==> src/rtl/uart_tx_serializer.sv <==
// 8N1 UART transmit serializer that drains a request/status FIFO back-to-back.
// All outputs are registered from the next-state decode, so no input reaches an output combinationally.
module uart_tx_serializer #(
  parameter int CLKS_PER_BIT = 16
) (
  input  logic       clk_uart_tx,
  input  logic       rst_uart_tx,
  input  logic       start_tx,
  input  logic [7:0] fifo_data,
  input  logic       fifo_tx_status,
  output logic       next_frame,
  output logic       tx,
  output logic       busy,
  output logic       tx_done
);
  localparam int CW = $clog2(CLKS_PER_BIT);
  localparam logic [CW-1:0] CNT_MAX = CW'(CLKS_PER_BIT - 1);

  typedef enum logic [2:0] {IDLE, REQ, LOAD, START, DATA, STOP} state_t;

  state_t        state, state_n;
  logic [CW-1:0] cnt, cnt_n;
  logic [2:0]    idx, idx_n;
  logic [7:0]    sh, sh_n;
  logic          tx_n, busy_n, nf_n, done_n;
  logic          bit_end;

  assign bit_end = (cnt == CNT_MAX);

  always_comb begin
    state_n = state;
    cnt_n   = cnt;
    idx_n   = idx;
    sh_n    = sh;
    done_n  = 1'b0;
    case (state)
      // REQ is skipped here: the FIFO pops on the same start_tx pulse.
      IDLE: if (start_tx) state_n = LOAD;
      REQ:  state_n = LOAD;
      LOAD: begin
        if (fifo_tx_status) begin
          sh_n    = fifo_data;
          cnt_n   = '0;
          state_n = START;
        end else begin
          done_n  = 1'b1;
          state_n = IDLE;
        end
      end
      START: begin
        if (bit_end) begin
          cnt_n   = '0;
          idx_n   = 3'd0;
          state_n = DATA;
        end else begin
          cnt_n = cnt + 1'b1;
        end
      end
      DATA: begin
        if (bit_end) begin
          cnt_n = '0;
          sh_n  = {1'b0, sh[7:1]};
          if (idx == 3'd7) state_n = STOP;
          else             idx_n   = idx + 3'd1;
        end else begin
          cnt_n = cnt + 1'b1;
        end
      end
      STOP: begin
        if (bit_end) begin
          cnt_n   = '0;
          state_n = REQ;
        end else begin
          cnt_n = cnt + 1'b1;
        end
      end
      default: state_n = IDLE;
    endcase

    // Output registers take the value belonging to the state being entered.
    tx_n   = 1'b1;
    if (state_n == START)     tx_n = 1'b0;
    else if (state_n == DATA) tx_n = sh_n[0];
    busy_n = (state_n != IDLE);
    nf_n   = (state_n == REQ);
  end

  always_ff @(posedge clk_uart_tx) begin
    if (rst_uart_tx) begin
      state      <= IDLE;
      cnt        <= '0;
      idx        <= 3'd0;
      sh         <= 8'h00;
      tx         <= 1'b1;
      busy       <= 1'b0;
      next_frame <= 1'b0;
      tx_done    <= 1'b0;
    end else begin
      state      <= state_n;
      cnt        <= cnt_n;
      idx        <= idx_n;
      sh         <= sh_n;
      tx         <= tx_n;
      busy       <= busy_n;
      next_frame <= nf_n;
      tx_done    <= done_n;
    end
  end
endmodule
==> config.mk <==
export PLATFORM = sky130hd
export DESIGN_NAME = uart_tx_serializer
export DESIGN_NICKNAME = d
export VERILOG_FILES = /design/src/rtl/uart_tx_serializer.sv
export SDC_FILE = /design/constraint.sdc
export NUM_CORES = 1
export LEC_CHECK = 0
export BUFFER_PORTS_ARGS = -buffer_cell sky130_fd_sc_hd__buf_2
export CAP_MARGIN = 30
export CORE_MARGIN = 2
export CORE_UTILIZATION = 34
export CTS_BUF_LIST = sky130_fd_sc_hd__clkbuf_8 sky130_fd_sc_hd__clkbuf_16
export CTS_CLUSTER_SIZE = 8
export DETAILED_ROUTE_END_ITERATION = 7
export HOLD_SLACK_MARGIN = 0.15
export MAX_ROUTING_LAYER = met4
export PLACE_DENSITY_LB_ADDON = 0.08
export SLEW_MARGIN = 20
export SYNTH_ARGS = -nofsm -noshare
export SYNTH_HDL_FRONTEND = slang
export SYNTH_SLANG_ARGS = --single-unit
==> constraint.sdc <==
create_clock -name clk_uart_tx -period 3.9 [get_ports clk_uart_tx]
set_input_delay 1.17 -clock clk_uart_tx [delete_from_list [all_inputs] [get_ports clk_uart_tx]]
set_output_delay 1.17 -clock clk_uart_tx [all_outputs]
set_load 0.01 [all_outputs]
==> reports/results.ini, run 1 <==
[outcome]
outcome = completed

[yosys]
seq_area_frac_synth_pct = 41.5
synth_ff_type = dfxtp_1
synth_cell_types = 39
async_flop_share_pct = 0
post_synth.cell_area_avg_um2 = 8.85
synth_edf_count = 0
ys_ff_latch = 22
syn-num-nets = 135
synth_area_mm2 = 0.00106
syn_inst = 120
synth_warnings = 0

[detailed_routing]
wl_um = 2050
ant_nets = 0
met1_length_um = 991
vias = 858
drt-initial-drc-count = 20
drc = 0
via_per_inst = 5.20
top_layer_used = met4
dr_wl_met3_um = 57
route.met2.wl_um = 980
firstDrtPassIters = 4
wl_per_cell_um = 12.4

[global_routing]
grt_max_degree = 24
grt_first_pass_wirelength_um = 3440
grt_pass1_vias = 768
antenna_found_initial = 0
gr-usage-all-layers_pct = 13.2
overflow = 0

[critical_path]
critPathArrivalTime_ns = 2.54
worstSetupStartpointType = input port
path_class = input port to register
worst-path-max-fanout = 11
max_stage_delay_ns = 0.34
reg2reg_depth = 5
worstSetupEndpointType = register
cp_data_required_time_ns = 4.04
crit_slowest_cell = a221o_1
path_cells = buf_2 > nor4bb_2 > buf_4 > a21oi_2 > a221o_1 > o32a_1

[timing]
finalSetupTns_ns = 0
worstMarginPinSlew_ns = 0.424
hold_ws_ns = 0.461
slew_headroom_pct = 71.6
hold_viol_final = 0
period_minus_slack_ns = 2.40
max_clock_freq_mhz = 418
setup_violations = 0
rsz0062_at_grt = false
slew_viol_final = 0
fin_crit_sh_pct = 61.4
finalClockSkew_ns = 0.00630

[clock_network]
cts_resized = 0
cts_hold_buf = 0
post_cts_buffers = 0
cts_tree = done
clkSlewWorstSetupHoldPaths_ns = 0.07
insertion_delay_ns = 0.25
cts_sinks = 22
max-clock-path-buffers = 2
root_buffer = clkbuf_8
cts_buffers = 3
cts_max_level = 1

[min_path]
hold_depth = 2
hp-class = register to register

[layout]
syn_to_final_growth_pct = 11.9
final_nets = 148
antennaDiodeCount = 0
final_cells = 165
regArea_um2 = 440
multi_input_comb_area_um2 = 558
num-fill-cells = 315
drive_gt1_share_pct = 20.5

[floorplanning]
die_y_um = 59.9
dieArea_mm2 = 0.00359
fp.dieW_um = 59.9
initial_core_util_pct = 35.4
rows = 20
core-area_mm2 = 0.00300
pin_count = 16

[placement]
dpl.hpwl_um = 1500
place.gp.congestion = 0.717
buffer_ports.inserted = 15
numPlacedInstances = 161

[pwr]
leakagePower_nw = 0.462
powerDensity_mw_per_mm2 = 366
ir_drop_v = 0.000152

[job]
maxCapViolations = 0

==> synth_stat cells (all sizes together), types with 3 or more instances <==
cell / count / share of area, %
inv: 3 / 1.1
nand2b: 3 / 1.8
dfxtp: 22 / 41
nor2b: 3 / 1.8
buf: 6 / 4.2
a21oi: 15 / 7.4
nor2: 11 / 3.9
and2: 4 / 2.6
ha: 3 / 3.5
o21ai: 4 / 1.9
a22oi: 8 / 5.7
nand2: 10 / 3.5
==> flip-flops by register name (all words and copies together) (netlist names) <==
signal and flops:
busy 1, cnt 4, idx 3, next_frame 1, sh 8, state 3
tx 1, tx_done 1
==> path summary, 6_finish.rpt <==
path                                startpoint    end  slack (ns)
worst max register to register        state[1]     tx        1.97
worst max-delay path            fifo_tx_status     tx        1.50
worst min-delay path                     sh[6]  sh[6]        0.46
worst min register to register           sh[6]  sh[6]        0.46
==> final cells by class <==
cell class              instances  area share [%]
multi-input cells              87            46.9
flip-flops and latches         22            37.1
repair buffers                 16            6.95
clock buffers                   4            4.63
well taps                      33            3.47
inverters                       3           0.947
==> cells in the final DEF, fill, tap and decap left out <==
cell type   n
a2111oi_0   1
a211oi_1    1
a21boi_0    1
a21boi_2    1
a21o_1      2
a21oi_1    14
a21oi_2     1
a221o_1     1
a22oi_1     8
a2bb2oi_1   1
and2_1      3
and2_4      1
and3_4      1
buf_2      15
buf_4       1
clkbuf_8    4
dfxtp_1    22
ha_1        3
inv_1       3
mux2i_1     2
nand2_1    10
nand2b_1    3
nand3_1     2
nand3b_1    1
nand4_1     1
nor2_1     11
nor2b_1     3
nor3_1      2
nor3b_1     1
nor3b_2     1
nor4bb_2    1
o21ai_0     4
o22ai_1     1
o32a_1      1
or2_2       1
or3_1       1
or3b_1      1
or4b_1      1
==> kinds of logic (layout without fill, tap and decap cells) <==
kind of cell	count (synthesis)	after routing	synth area share [%]
AND/OR/NAND/NOR	45	45	24.1
AO/OA/AOI/OAI	37	37	23.0
flip-flops	22	22	41.5
buffers and inverters	11	23	6.01
adder cells (fa/ha/maj)	3	3	3.53
multiplexers	2	2	1.88
==> metal layers <==
layer,GRT usage (%),up-vias
met5,-,-
met4,4.76,0
met3,1.95,2
met2,20.0,10
met1,17.7,394
li1,-,452
==> power breakdown <==
group          total [mW]  internal, mW  switching (mW)
Combinational      0.0387        0.0183          0.0204
Clock               0.158        0.0897          0.0681
Sequential          0.238         0.232         0.00654
==> critical path, delay by kind of cell <==
kind / cells / cell delay (ns)
simple gates: 1 / 0.28
buf+inv: 2 / 0.32
compound gates: 3 / 0.76
==> through the flow <==
step / instance area (um2) / setup WS (ns) / power (mW) / utilization, %
after floorplan: 1060 / 1.57 / 0.269 / -
after detailed placement: 1130 / 1.22 / 0.283 / 37.8
after global placement: 1130 / 1.29 / 0.283 / 37.8
after global routing: 1190 / 1.40 / 0.458 / 39.6
after CTS: 1190 / 1.49 / 0.442 / 39.6
final: 1190 / 1.50 / 0.435 / 39.6
Note: power is estimated with default switching activity, not from simulation.
==> run 2, diff against run 1 <==
--- a/config.mk
+++ b/config.mk
@@ -5,6 +5,7 @@
 export SDC_FILE = /design/constraint.sdc
 export NUM_CORES = 1
 export LEC_CHECK = 0
+export ABC_AREA = 1
 export BUFFER_PORTS_ARGS = -buffer_cell sky130_fd_sc_hd__buf_2
 export CAP_MARGIN = 30
 export CORE_MARGIN = 2
==> constraint.sdc (replaced) <==
create_clock -name clk_uart_tx -period 2.5 [get_ports clk_uart_tx]
set_input_delay 0.75 -clock clk_uart_tx [delete_from_list [all_inputs] [get_ports clk_uart_tx]]
set_output_delay 0.75 -clock clk_uart_tx [all_outputs]
set_load 0.01 [all_outputs]
==> reports/results.ini, run 2 <==
[outcome]
outcome = completed

[detailed_routing]
via_per_inst = 4.62  ; -11%
wl_um = 2160  ; +5.4%
vias = 914  ; +6.5%
drc = 0  ; unchanged
ant_nets = 0  ; unchanged
wl_per_cell_um = 10.9  ; -12%
firstDrtPassIters = 4  ; unchanged
drt-initial-drc-count = 47  ; +140%

[yosys]
synth_most_common_cell = nand2_1
synth_cell_types = 29  ; -26%
synth_simple_gate_area_share_pct = 32.9  ; +8.8 points
ys_ff_latch = 22  ; unchanged
synth_edf_count = 0  ; unchanged
synthMuxAreaShare_pct = 0  ; -1.9 points
post_synth.cell_area_avg_um2 = 7.83  ; -12%
synthAdderAreaFrac_pct = 3.50  ; -0.033 points
async_flop_share_pct = 0  ; unchanged
seq_area_frac_synth_pct = 41.1  ; -0.39 points
synth_area_mm2 = 0.00107  ; +0.94%
synth-compound-area-share_pct = 16.1  ; -6.9 points
syn-num-nets = 152  ; +13%
yosys.area.top_type = dfxtp_1
syn_inst = 137  ; +14%
synth.top_cell.area_share_pct = 41.1  ; -0.39 points
synth_ff_type = dfxtp_1
synth_warnings = 0  ; unchanged
synthTopCellsByCount = nand2_1, dfxtp_1, a21oi_1, nor2_1, inv_1
synth_top_family_by_area = simple AND/OR/NAND/NOR gates
synth_xor_xnor_area_share_pct = 0.817  ; +0.82 points
synthTopCellsByArea = dfxtp_1, nand2_1, a21oi_1

[layout]
num-fill-cells = 317  ; +0.63%
reg_top3 = sh (8), cnt (4)
antennaDiodeCount = 0  ; unchanged
final_nets = 170  ; +15%
largest_register_ffs = 8  ; unchanged
largest-register = sh
syn_to_final_growth_pct = 16.6
mostFrequentLayoutCells = nand2_1, dfxtp_1, a21oi_1, buf_2, nor2_1
final_common_cell = nand2_1
drive_gt1_share_pct = 26.6  ; +6.2 points

[clock_network]
insertion_delay_ns = 0.26  ; about the same
clkSlewWorstSetupHoldPaths_ns = 0.08  ; about the same
cts_buffers = 3  ; unchanged
root_buffer = clkbuf_8
cts_resized = 0  ; unchanged
cts_tree = done
cts_max_level = 1  ; unchanged
post_cts_buffers = 0  ; unchanged
cts_sinks = 22  ; unchanged
max-clock-path-buffers = 2  ; unchanged
cts_hold_buf = 0  ; unchanged

[placement]
place.gp.congestion = 0.857  ; +19%
buffer_ports.inserted = 15  ; unchanged
dpl.hpwl_um = 1560  ; +3.6%

[floorplanning]
die_y_um = 60.2  ; +0.44%
rows = 20  ; unchanged
core-area_mm2 = 0.00303  ; +0.83%
initial_core_util_pct = 35.4  ; +0.038 points
fp.dieW_um = 60.2  ; +0.44%
pin_count = 16  ; unchanged
dieArea_mm2 = 0.00362  ; +0.89%

[pwr]
powerDensity_mw_per_mm2 = 547  ; +49%
ir_drop_v = 0.000172  ; +13%
total_power_mw = 0.684  ; +57%
leakagePower_nw = 0.551  ; +19%

[critical_path]
path_cells = ha_1 > nand3_4 > nor2_8 > nand2_4 > nand2_4 > inv_2 > a21oi_1 > nor2_1
cpMostUsedCell = nand2_4
cp_data_required_time_ns = 2.66  ; -1.38 ns
critPathArrivalTime_ns = 1.67  ; -0.87 ns
crit_slowest_cell = dfxtp_1
worst-path-max-fanout = 8  ; -3
worstSetupStartpointType = register
max_stage_delay_ns = 0.37  ; +0.03 ns
path_class = register to register
worstSetupEndpointType = register

[global_routing]
grt_max_degree = 19  ; -21%
overflow = 0  ; unchanged
grt_pass1_vias = 829  ; +7.9%
antenna_found_initial = 0  ; unchanged
grt_first_pass_wirelength_um = 3680  ; +7.0%
gr-usage-all-layers_pct = 13.8  ; +0.66 points

[timing]
rsz0062_at_grt = false
worstMarginPinSlew_ns = 0.335  ; -0.0888 ns
slew_headroom_pct = 77.7  ; +6.0 points
hold_viol_final = 0  ; unchanged
finalSetupTns_ns = 0  ; unchanged
finalClockSkew_ns = 0.00204  ; -0.00426 ns
max_clock_freq_mhz = 663
fin_crit_sh_pct = 60.3
slew_viol_final = 0  ; unchanged
setup_violations = 0  ; unchanged
period_minus_slack_ns = 1.51

[job]
maxCapViolations = 0  ; unchanged

[min_path]
hp-class = register to register

==> run 2: layout make-up <==
class / count / area [um2] / area share [%]
sequential: 22 / 440 / 35.2
multi-input combinational: 99 / 572 / 45.7
timing repair buffer: 15 / 75.1 / 6.01
inverter: 14 / 52.6 / 4.20
tap: 44 / 55.1 / 4.40
clock buffer: 4 / 55.1 / 4.40
==> run 2: per-stage QoR <==
step	util (%)	instance area, um2	instances	hold WS, ns	setup WS (ns)
2_1_floorplan	-	1070	137	0.439	1.03
3_3_place_gp	39.5	1190	194	0.455	0.938
3_5_place_dp	39.5	1190	194	0.458	0.927
4_1_cts	41.3	1250	198	0.471	0.996
5_1_grt	41.3	1250	198	0.498	0.849
6_report	41.3	1250	198	0.468	0.991
==> run 2: path summary, 6_finish.rpt <==
check        depth (start not counted)      to  slack, ns  startpoint
max reg2reg                          8  idx[2]       0.99      cnt[0]
min                                  2   sh[7]       0.47       sh[7]
min reg2reg                          2   sh[7]       0.47       sh[7]
max                                  8  idx[2]       0.99      cnt[0]
==> run 2: where the power goes <==
group / leakage (nW) / switching, mW / internal, mW
registers: 0.178 / 0.00862 / 0.361
clock network: 0.0288 / 0.116 / 0.140
logic: 0.343 / 0.0347 / 0.0225
total: 0.551 / 0.160 / 0.524
==> run 2: metal layers <==
| metal | vias to the layer above | routed length [um] | GRT usage [%] |
|---|---|---|---|
| met2 | 16 | 910 | 20.2 |
| met3 | 5 | 74 | 1.95 |
| li1 | 494 | - | - |
| met1 | 399 | 1140 | 19.0 |
| met5 | - | 0 | - |
| met4 | 0 | 34 | 5.71 |
==> run 2: critical path, delay by kind of cell (launching register included) <==
family / cells / cell delay, ns
simple gates: 5 / 0.60
compound gates: 1 / 0.12
buf+inv: 1 / 0.04
fa+ha+maj: 1 / 0.28
flops: 1 / 0.37
==> run 2: cells by family (layout without fill, tap and decap cells) <==
kind of cell,after synthesis,after routing
flip-flops,22,22
AO/OA/AOI/OAI,30,30
adder cells (fa/ha/maj),3,3
buffers and inverters,16,33
AND/OR/NAND/NOR,65,65
XOR/XNOR,1,1
==> run 3, diff against run 2 <==
==> constraint.sdc (replaced) <==
create_clock -name clk_uart_tx -period 1.4 [get_ports clk_uart_tx]
set_input_delay 0.42 -clock clk_uart_tx [delete_from_list [all_inputs] [get_ports clk_uart_tx]]
set_output_delay 0.42 -clock clk_uart_tx [all_outputs]
set_load 0.01 [all_outputs]
==> reports/results.ini, run 3 (synthesized netlist as in run 2, its figures left out) <==
[timing]
finalClockSkew_ns = 0.00146  ; -0.000576 ns
setup_violations = 0  ; unchanged
worstMarginPinSlew_ns = 0.296  ; -0.0395 ns
slew_headroom_pct = 80.1  ; +2.5 points
period_minus_slack_ns = 1.35  ; -0.156 ns
hold_viol_final = 0  ; unchanged
fin_crit_sh_pct = 96.6  ; +36 points
setup_slack_ns = 0.0478  ; -0.944 ns
slew_viol_final = 0  ; unchanged
max_clock_freq_mhz = 740  ; +12%
rsz0062_at_grt = true
hold_ws_ns = 0.389  ; -0.0799 ns

[layout]
largest-register = sh
mostFrequentLayoutCells = nand2_1, dfxtp_1, a21oi_1, buf_2, buf_4
final_cells = 208  ; +5.1%
num-fill-cells = 314  ; -0.95%
reg_top3 = sh (8), cnt (4)
final_nets = 181  ; +6.5%
syn_to_final_growth_pct = 26.0
final_common_cell = nand2_1
largest_register_ffs = 8  ; unchanged
multi_input_comb_area_um2 = 599  ; +4.8%
drive_gt1_share_pct = 36.6  ; +10 points
antennaDiodeCount = 0  ; unchanged
regArea_um2 = 445  ; +1.1%

[global_routing]
grtUsageMet1_pct = 17.4  ; -1.5 points
overflow = 0  ; unchanged
antenna_found_initial = 0  ; unchanged
gr-usage-all-layers_pct = 14.0  ; +0.14 points
grt_first_pass_wirelength_um = 3690  ; +0.19%
grt_max_degree = 12  ; -7
gr-usage-met3_pct = 2.16  ; +0.22 points
top_usage_layer = met2
grt_pass1_vias = 896  ; +8.1%
met2_usage_pct = 22.4  ; +2.2 points

[placement]
buffer_ports.inserted = 15  ; unchanged
preCtsSetupSlack_ns = -0.0283  ; -0.956 ns
numPlacedInstances = 201  ; +3.6%
place.gp.congestion = 0.777  ; -9.2%
dpl.hpwl_um = 1660  ; +6.4%

[floorplanning]
initial_core_util_pct = 35.4  ; unchanged
rows = 20  ; unchanged
pin_count = 16  ; unchanged
core-area_mm2 = 0.00303  ; unchanged
die_y_um = 60.2  ; unchanged
fp.dieW_um = 60.2  ; unchanged
dieArea_mm2 = 0.00362  ; unchanged

[clock_network]
cts_sinks = 22  ; unchanged
cts_tree = done
cts_max_level = 1  ; unchanged
root_buffer = clkbuf_8
max-clock-path-buffers = 2  ; unchanged
cts_hold_buf = 0  ; unchanged
cts_buffers = 3  ; unchanged
clkSlewWorstSetupHoldPaths_ns = 0.07  ; about the same
insertion_delay_ns = 0.25  ; about the same

[critical_path]
crit_slowest_cell = dfxtp_1
worstSetupStartpointType = register
max_stage_delay_ns = 0.33  ; -0.04 ns
path_class = register to register
worst-path-max-fanout = 3  ; -5
worstSetupEndpointType = register
path_cells = ha_1 > ha_2 > nand3_2 > nand2_1 > nor3_2 > buf_4 > a21oi_1
cp_data_required_time_ns = 1.55  ; -1.11 ns
critPathArrivalTime_ns = 1.50  ; -0.17 ns

[pwr]
leakagePower_nw = 0.605  ; +9.8%
powerDensity_mw_per_mm2 = 851  ; +56%
ir_drop_v = 0.000269  ; +56%

[detailed_routing]
wl_per_cell_um = 10.5  ; -3.7%
drt-initial-drc-count = 33  ; -30%
wl_um = 2180  ; +1.2%
firstDrtPassIters = 4  ; unchanged
drc = 0  ; unchanged
ant_nets = 0  ; unchanged
via_per_inst = 4.74  ; +2.6%
vias = 985  ; +7.8%

[outcome]
outcome = completed

[min_path]
hp-class = input port to register

[job]
maxCapViolations = 0  ; unchanged

run 3: changes by cell type in the layout (fill, tap and decap cells not counted), moves of 2 or more:
cell / before / now
buf_4: 0 / 11
dfxtp_1: 22 / 18
dfxtp_2: 0 / 4
ha_1: 3 / 1
nand3_1: 7 / 5
nand3_2: 1 / 3
run 3: final timing paths:
check	startpoint	to	slack, ns	depth (start not counted)
worst max-delay path	idx[0]	busy	0.05	7
worst max register to register	idx[0]	busy	0.05	7
worst min-delay path	fifo_tx_status	tx_done	0.39	2
worst min register to register	sh[7]	sh[7]	0.46	2
run 3: cell type report:
class | count | share of cell area (%)
sequential | 22 | 33.0
timing repair buffer | 26 | 11.7
inverter | 14 | 3.89
multi-input combinational | 99 | 44.4
tap | 44 | 4.07
clock buffer | 3 | 3.06
run 3: metrics by stage:
stage	instance area (um2)	setup TNS (ns)	total power, mW	util [%]
detailed placement	1250	-0.0283	0.782	41.2
global route	1350	-0.0928	1.21	44.6
floorplan	1070	0	0.740	-
CTS	1300	0	1.16	43.0
global placement	1250	0	0.782	41.2
finish	1350	0	1.15	44.6
run 3: critical path: cells and delay by family, from the launching register on:
| kind | cells | cell delay [ns] |
|---|---|---|
| adders and majority gates | 2 | 0.38 |
| and+or+nand+nor | 3 | 0.36 |
| DFF | 1 | 0.33 |
| buffers and inverters | 1 | 0.13 |
| AOI/OAI and AO/OA | 1 | 0.05 |
run 3: per-layer routing:
layer	part of all wire, %	vias up
li1	-	511
met1	50	448
met2	44	22
met3	4.4	4
met4	1.3	0
met5	0	-
run 3: report_power, final:
part,total [mW],internal [mW],switching [mW]
clock,0.377,0.192,0.185
combinational,0.115,0.0489,0.0664
sequential,0.658,0.645,0.0130
run 3: what timing repair did:
item                                    in CTS  in global routing
pin swaps                                    0                  3
setup buffers                                0                  4
endpoints found under the setup margin       4                 10
resized for setup                            2                  8
gates cloned                                 0                  0
